$ cat src/rtl/keypad_scanner.sv
// 4x4 matrix keypad scanner: row scan, 2-flop column sync, press/release debounce.
// Define GHOST_REJECT_EN to reject samples showing more than one closed column.
module keypad_scanner #(
    parameter int SETTLE_CYCLES   = 4,
    parameter int DEBOUNCE_CYCLES = 20
) (
    input  logic       Clock_scan,
    input  logic       reset,
    input  logic [3:0] col_in,
    output logic [3:0] row_out,
    output logic [3:0] key_code,
    output logic       key_held,
    output logic       key_press
);

    localparam int MAXC = (SETTLE_CYCLES > DEBOUNCE_CYCLES) ? SETTLE_CYCLES : DEBOUNCE_CYCLES;
    localparam int CW   = $clog2(MAXC) + 1;
    localparam logic [CW-1:0] SETTLE_LAST = CW'(SETTLE_CYCLES - 1);
    localparam logic [CW-1:0] DEB_DONE    = CW'(DEBOUNCE_CYCLES);

    typedef enum logic [1:0] {SCAN, DEB_PRESS, HELD, DEB_RELEASE} state_t;

    state_t        state_q, state_d;
    logic [1:0]    row_q, row_d;
    logic [1:0]    cand_q, cand_d;
    logic [CW-1:0] cnt_q, cnt_d;
    logic [3:0]    code_q, code_d;
    logic          held_q, held_d;
    logic          press_q, press_d;
    logic [3:0]    sync1_q, cols_q;

    logic [3:0]    col_low;
    logic          cand_low;
    logic          ghost;
    logic [CW-1:0] cnt_inc;

    function automatic logic [1:0] lowest_col(input logic [3:0] low);
        if (low[0]) return 2'd0;
        if (low[1]) return 2'd1;
        if (low[2]) return 2'd2;
        return 2'd3;
    endfunction

    function automatic logic [3:0] key_map(input logic [1:0] r, input logic [1:0] c);
        case ({r, c})
            4'h0: return 4'd1;   4'h1: return 4'd2;   4'h2: return 4'd3;   4'h3: return 4'd10;
            4'h4: return 4'd4;   4'h5: return 4'd5;   4'h6: return 4'd6;   4'h7: return 4'd11;
            4'h8: return 4'd7;   4'h9: return 4'd8;   4'hA: return 4'd9;   4'hB: return 4'd12;
            4'hC: return 4'd14;  4'hD: return 4'd0;   4'hE: return 4'd15;  default: return 4'd13;
        endcase
    endfunction

    assign col_low  = ~cols_q;
    assign cand_low = col_low[cand_q];
    assign cnt_inc  = (cnt_q == {CW{1'b1}}) ? cnt_q : cnt_q + 1'b1;
`ifdef GHOST_REJECT_EN
    assign ghost = (col_low & (col_low - 4'd1)) != 4'd0;
`else
    assign ghost = 1'b0;
`endif

    always_ff @(posedge Clock_scan or posedge reset) begin
        if (reset) begin
            sync1_q <= 4'hF;
            cols_q  <= 4'hF;
        end else begin
            sync1_q <= col_in;
            cols_q  <= sync1_q;
        end
    end

    always_ff @(posedge Clock_scan or posedge reset) begin
        if (reset) begin
            state_q <= SCAN;
            row_q   <= 2'd0;
            cand_q  <= 2'd0;
            cnt_q   <= '0;
            code_q  <= 4'd0;
            held_q  <= 1'b0;
            press_q <= 1'b0;
        end else begin
            state_q <= state_d;
            row_q   <= row_d;
            cand_q  <= cand_d;
            cnt_q   <= cnt_d;
            code_q  <= code_d;
            held_q  <= held_d;
            press_q <= press_d;
        end
    end

    always_comb begin
        state_d = state_q;
        row_d   = row_q;
        cand_d  = cand_q;
        cnt_d   = cnt_q;
        code_d  = code_q;
        held_d  = held_q;
        press_d = 1'b0;
        case (state_q)
            SCAN: begin
                if (cnt_q == SETTLE_LAST) begin
                    cnt_d = '0;
                    if (col_low != 4'd0 && !ghost) begin
                        cand_d  = lowest_col(col_low);
                        state_d = DEB_PRESS;
                    end else begin
                        row_d = row_q + 2'd1;
                    end
                end else begin
                    cnt_d = cnt_inc;
                end
            end
            DEB_PRESS: begin
                if (!cand_low || ghost) begin
                    state_d = SCAN;
                    row_d   = row_q + 2'd1;
                    cnt_d   = '0;
                end else if (cnt_inc == DEB_DONE) begin
                    code_d  = key_map(row_q, cand_q);
                    state_d = HELD;
                    cnt_d   = '0;
                end else begin
                    cnt_d = cnt_inc;
                end
            end
            HELD: begin
                // key_held rises one cycle after key_code loaded; re-entry from DEB_RELEASE gives no strobe
                held_d  = 1'b1;
                press_d = !held_q;
                if (!cand_low) begin
                    state_d = DEB_RELEASE;
                    cnt_d   = '0;
                end
            end
            default: begin
                if (cand_low) begin
                    state_d = HELD;
                    cnt_d   = '0;
                end else if (cnt_inc == DEB_DONE) begin
                    held_d  = 1'b0;
                    state_d = SCAN;
                    row_d   = row_q + 2'd1;
                    cnt_d   = '0;
                end else begin
                    cnt_d = cnt_inc;
                end
            end
        endcase
    end

    assign row_out   = ~(4'b0001 << row_q);
    assign key_code  = code_q;
    assign key_held  = held_q;
    assign key_press = press_q;

endmodule

$ cat config.mk
export PLATFORM = sky130hd
export DESIGN_NAME = keypad_scanner
export DESIGN_NICKNAME = d
export VERILOG_FILES = /design/src/rtl/keypad_scanner.sv
export SDC_FILE = /design/constraint.sdc
export NUM_CORES = 1
export LEC_CHECK = 0
export ABC_AREA = 1
export BUFFER_PORTS_ARGS = -buffer_cell sky130_fd_sc_hd__buf_2
export CAP_MARGIN = 20
export CORE_UTILIZATION = 25
export CTS_CLUSTER_SIZE = 10
export DETAILED_ROUTE_END_ITERATION = 16
export PLACE_DENSITY = 0.41
export REMOVE_ABC_BUFFERS = 1
export SYNTH_ARGS = -nofsm -noshare
export SYNTH_HDL_FRONTEND = slang
export SYNTH_SLANG_ARGS = --single-unit
$ cat constraint.sdc
create_clock -name Clock_scan -period 2.1 [get_ports Clock_scan]
set_clock_uncertainty 0.2 [all_clocks]
set_input_delay 0.63 -clock Clock_scan [delete_from_list [all_inputs] [get_ports Clock_scan]]
set_output_delay 0.63 -clock Clock_scan [all_outputs]
set_load 0.005 [all_outputs]
==> results.toml <==
[run_status]
status = "completed"

[critical_path]
r2r_start = "cnt_q[1]"
crit_type = "flop to output port"
cp.arrival_ps = 1140
critPathMaxFanout = 8
r2r_end = "state_q[0]"
reg2reg_depth = 12
worst_ep_required_time_ps = 1270
end_kind = "output port"
startpoint_type = "flop"
ff2ff_setup_slack_ps = 140

[routing]
drc = 0
routed_wl_um = 3389
num_vias = 1322
wl_per_cell_um = 11.11
first_iter_violations = 78
drtAntennaViolNets = 0
drt-vias-per-instance = 4.334
drt_pass1_iterations = 4

[floorplan]
die_h_um = 82.10
rows = 28
core_um2 = 6061
dieArea_um2 = 6740
io_pins = 16
die_x_um = 82.10
initial_core_util = 0.2647

[worst_hold_path]
whs_path_depth = 0
hold_start = "sync1_q[1]"
min_to = "cols_q[1]"
hp-class = "flop to flop"

[yosys]
synth_compound_area_frac = 0.1388
yosys_register_bits = 26
synth_seq_area_share = 0.4119
syn-cell-area_um2 = 1604
postSynthCellCount = 194
synth_top_family_by_area = "simple AND/OR/NAND/NOR gates"
synth_xor_area_frac = 0.01092
synthTopCellsByArea = "dfrtp_1, dfstp_2, ha_1"
yosysTopAreaCell = "dfrtp_1"
synthMuxAreaShare = 0
synth_top_cell_area_share = 0.2808
async_flop_share = 1.000
yosys.area_share.simple = 0.2496
synth_edf_count = 0
synth-adder-area-share = 0.1092
ys.flop_type = "dfrtp_1"
yosys_warnings = 0
avgSynthCellArea_um2 = 8.268
synth.distinct_cells = 25

[sta]
period_share = 0.9363
fmax_mhz = 508.6
min_period_ps = 1966
worst_pin_slew_ps = 353.4
rsz0062_at_grt = "yes"
finalHoldViolations = 0
setup_viol = 0
worst_slack_ps = 133.7
maxSlewViolCount = 0
slew_headroom = 0.7644

[global_route]
grt_usage = 0.1182
grt_max_degree = 27
grt_pass1_vias = 1341
antenna_found_initial = 0
grt_pass1_wl_um = 6106
grt-ovfl-total = 0

[cts]
cts.path.max_buffers = 2
cts-htree-levels = 1
clock_latency_ps = 270
cts_tree = "built"
clk_pin_slew_ps = 100
cts_sinks = 26
cts_made_buffers = 3
cts-root-buf = "clkbuf_8"

[power_and_ir_drop]
total_power_uw = 2480
power.density_nw_per_um2 = 1246
peakVddDrop_mv = 0.3296
p_leak_uw = 0.0009945

[place]
dp_slack_ps = 61.02
port_buffers = 15
gp_congestion = 0.7810
dpl.hpwl_um = 2516

[finish]
fin_nets = 251
drive_gt1_frac = 0.3087
antennaDiodeCount = 0
synthToLayoutAreaGrowth_pct = 24.10
final_core_util = 0.3284
final_cell_mix = "nand2_1, inv_1, buf_4, o21ai_0, dfrtp_1"
final_common_cell = "nand2_1"
filler_cell_count = 658

[flow_run]
cap_violations = 0
[power breakdown]
group          total [uW]  internal, uW  switching, uW  leakage [uW]
combinational        1410           607            800      0.000649
clock                 333           168            165     0.0000288
sequential            741           615            126      0.000317
[stage by stage]
step                      std cells  hold slack [ps]  instance area, um^2  setup TNS, ps
final                           305            159.3                 1991              0
after detailed placement        295            147.3                 1859              0
after global routing            305            163.0                 1991         -40.29
after floorplan                 193            145.2                 1600              0
after global placement          295            145.8                 1859              0
after CTS                       299            163.1                 1916              0
[worst max-delay path by stage]
| stage | startpoint | endpoint | cells past startpoint |
|---|---|---|---|
| 4_1_cts | cnt_q[0] | state_q[0] | 12 |
| 3_5_place_dp | cnt_q[0] | state_q[0] | 12 |
| 5_1_grt | cnt_q[0] | flop | 13 |
| 6_report | row_q[1] | row_out[0] | 4 |
| 2_1_floorplan | cnt_q[0] | state_q[0] | 12 |
| 3_3_place_gp | cnt_q[0] | state_q[0] | 12 |
[area by class of cell]
cell class | instances | area, um^2 | area share
well taps | 75 | 93.84 | 0.04714
inverters | 33 | 123.9 | 0.06223
clock buffers | 4 | 55.05 | 0.02766
multi-input cells | 134 | 845.8 | 0.4249
flip-flops and latches | 26 | 661.9 | 0.3325
repair buffers | 33 | 210.2 | 0.1056
[worst max-delay path, stage by stage, from the launching register on]
cell and delay (ps):
dfrtp_2 480, inv_2 100, ha_1 140, inv_1 40, buf_2 110
[cell families after synthesis]
kind of cell,Yosys count
buffers and inverters,34
flip-flops,26
adder cells (fa/ha/maj),14
AO/OA/AOI/OAI,38
AND/OR/NAND/NOR,80
XOR/XNOR,2
[metal layers]
metal | GRT usage | up-vias | share of wire
li1 | - | 696 | -
met1 | 0.1615 | 598 | 0.52
met2 | 0.1860 | 24 | 0.43
met3 | 0.02637 | 4 | 0.033
met4 | 0.03333 | 0 | 0.015
met5 | 0 | - | 0
[state kept, by name, indices dropped and copies added, names as in the netlist, named ones only]
register   count
cnt_q          6
cand_q         2
key_press      1
state_q        1
sync1_q        4
key_held       1
key_code       4
cols_q         4
row_q          2
[synth_stat cells, types with 3 or more instances]
master,instances
nand2_1,40
nand3_1,10
inv_1,32
nand4_1,3
nor2_4,4
nor2_2,3
a21oi_1,8
nand2_2,6
nor2_1,9
o21ai_0,19
dfstp_2,8
ha_1,14
nand3_2,3
o22ai_1,5
dfrtp_1,18
[timing repair]
action,4_1_cts,5_1_grt
pin swaps,0,2
setup buffers,0,6
resized for setup,1,9
endpoints found under the setup margin,2,14
hold buffers,0,0
(Power assumes the default switching activity.)
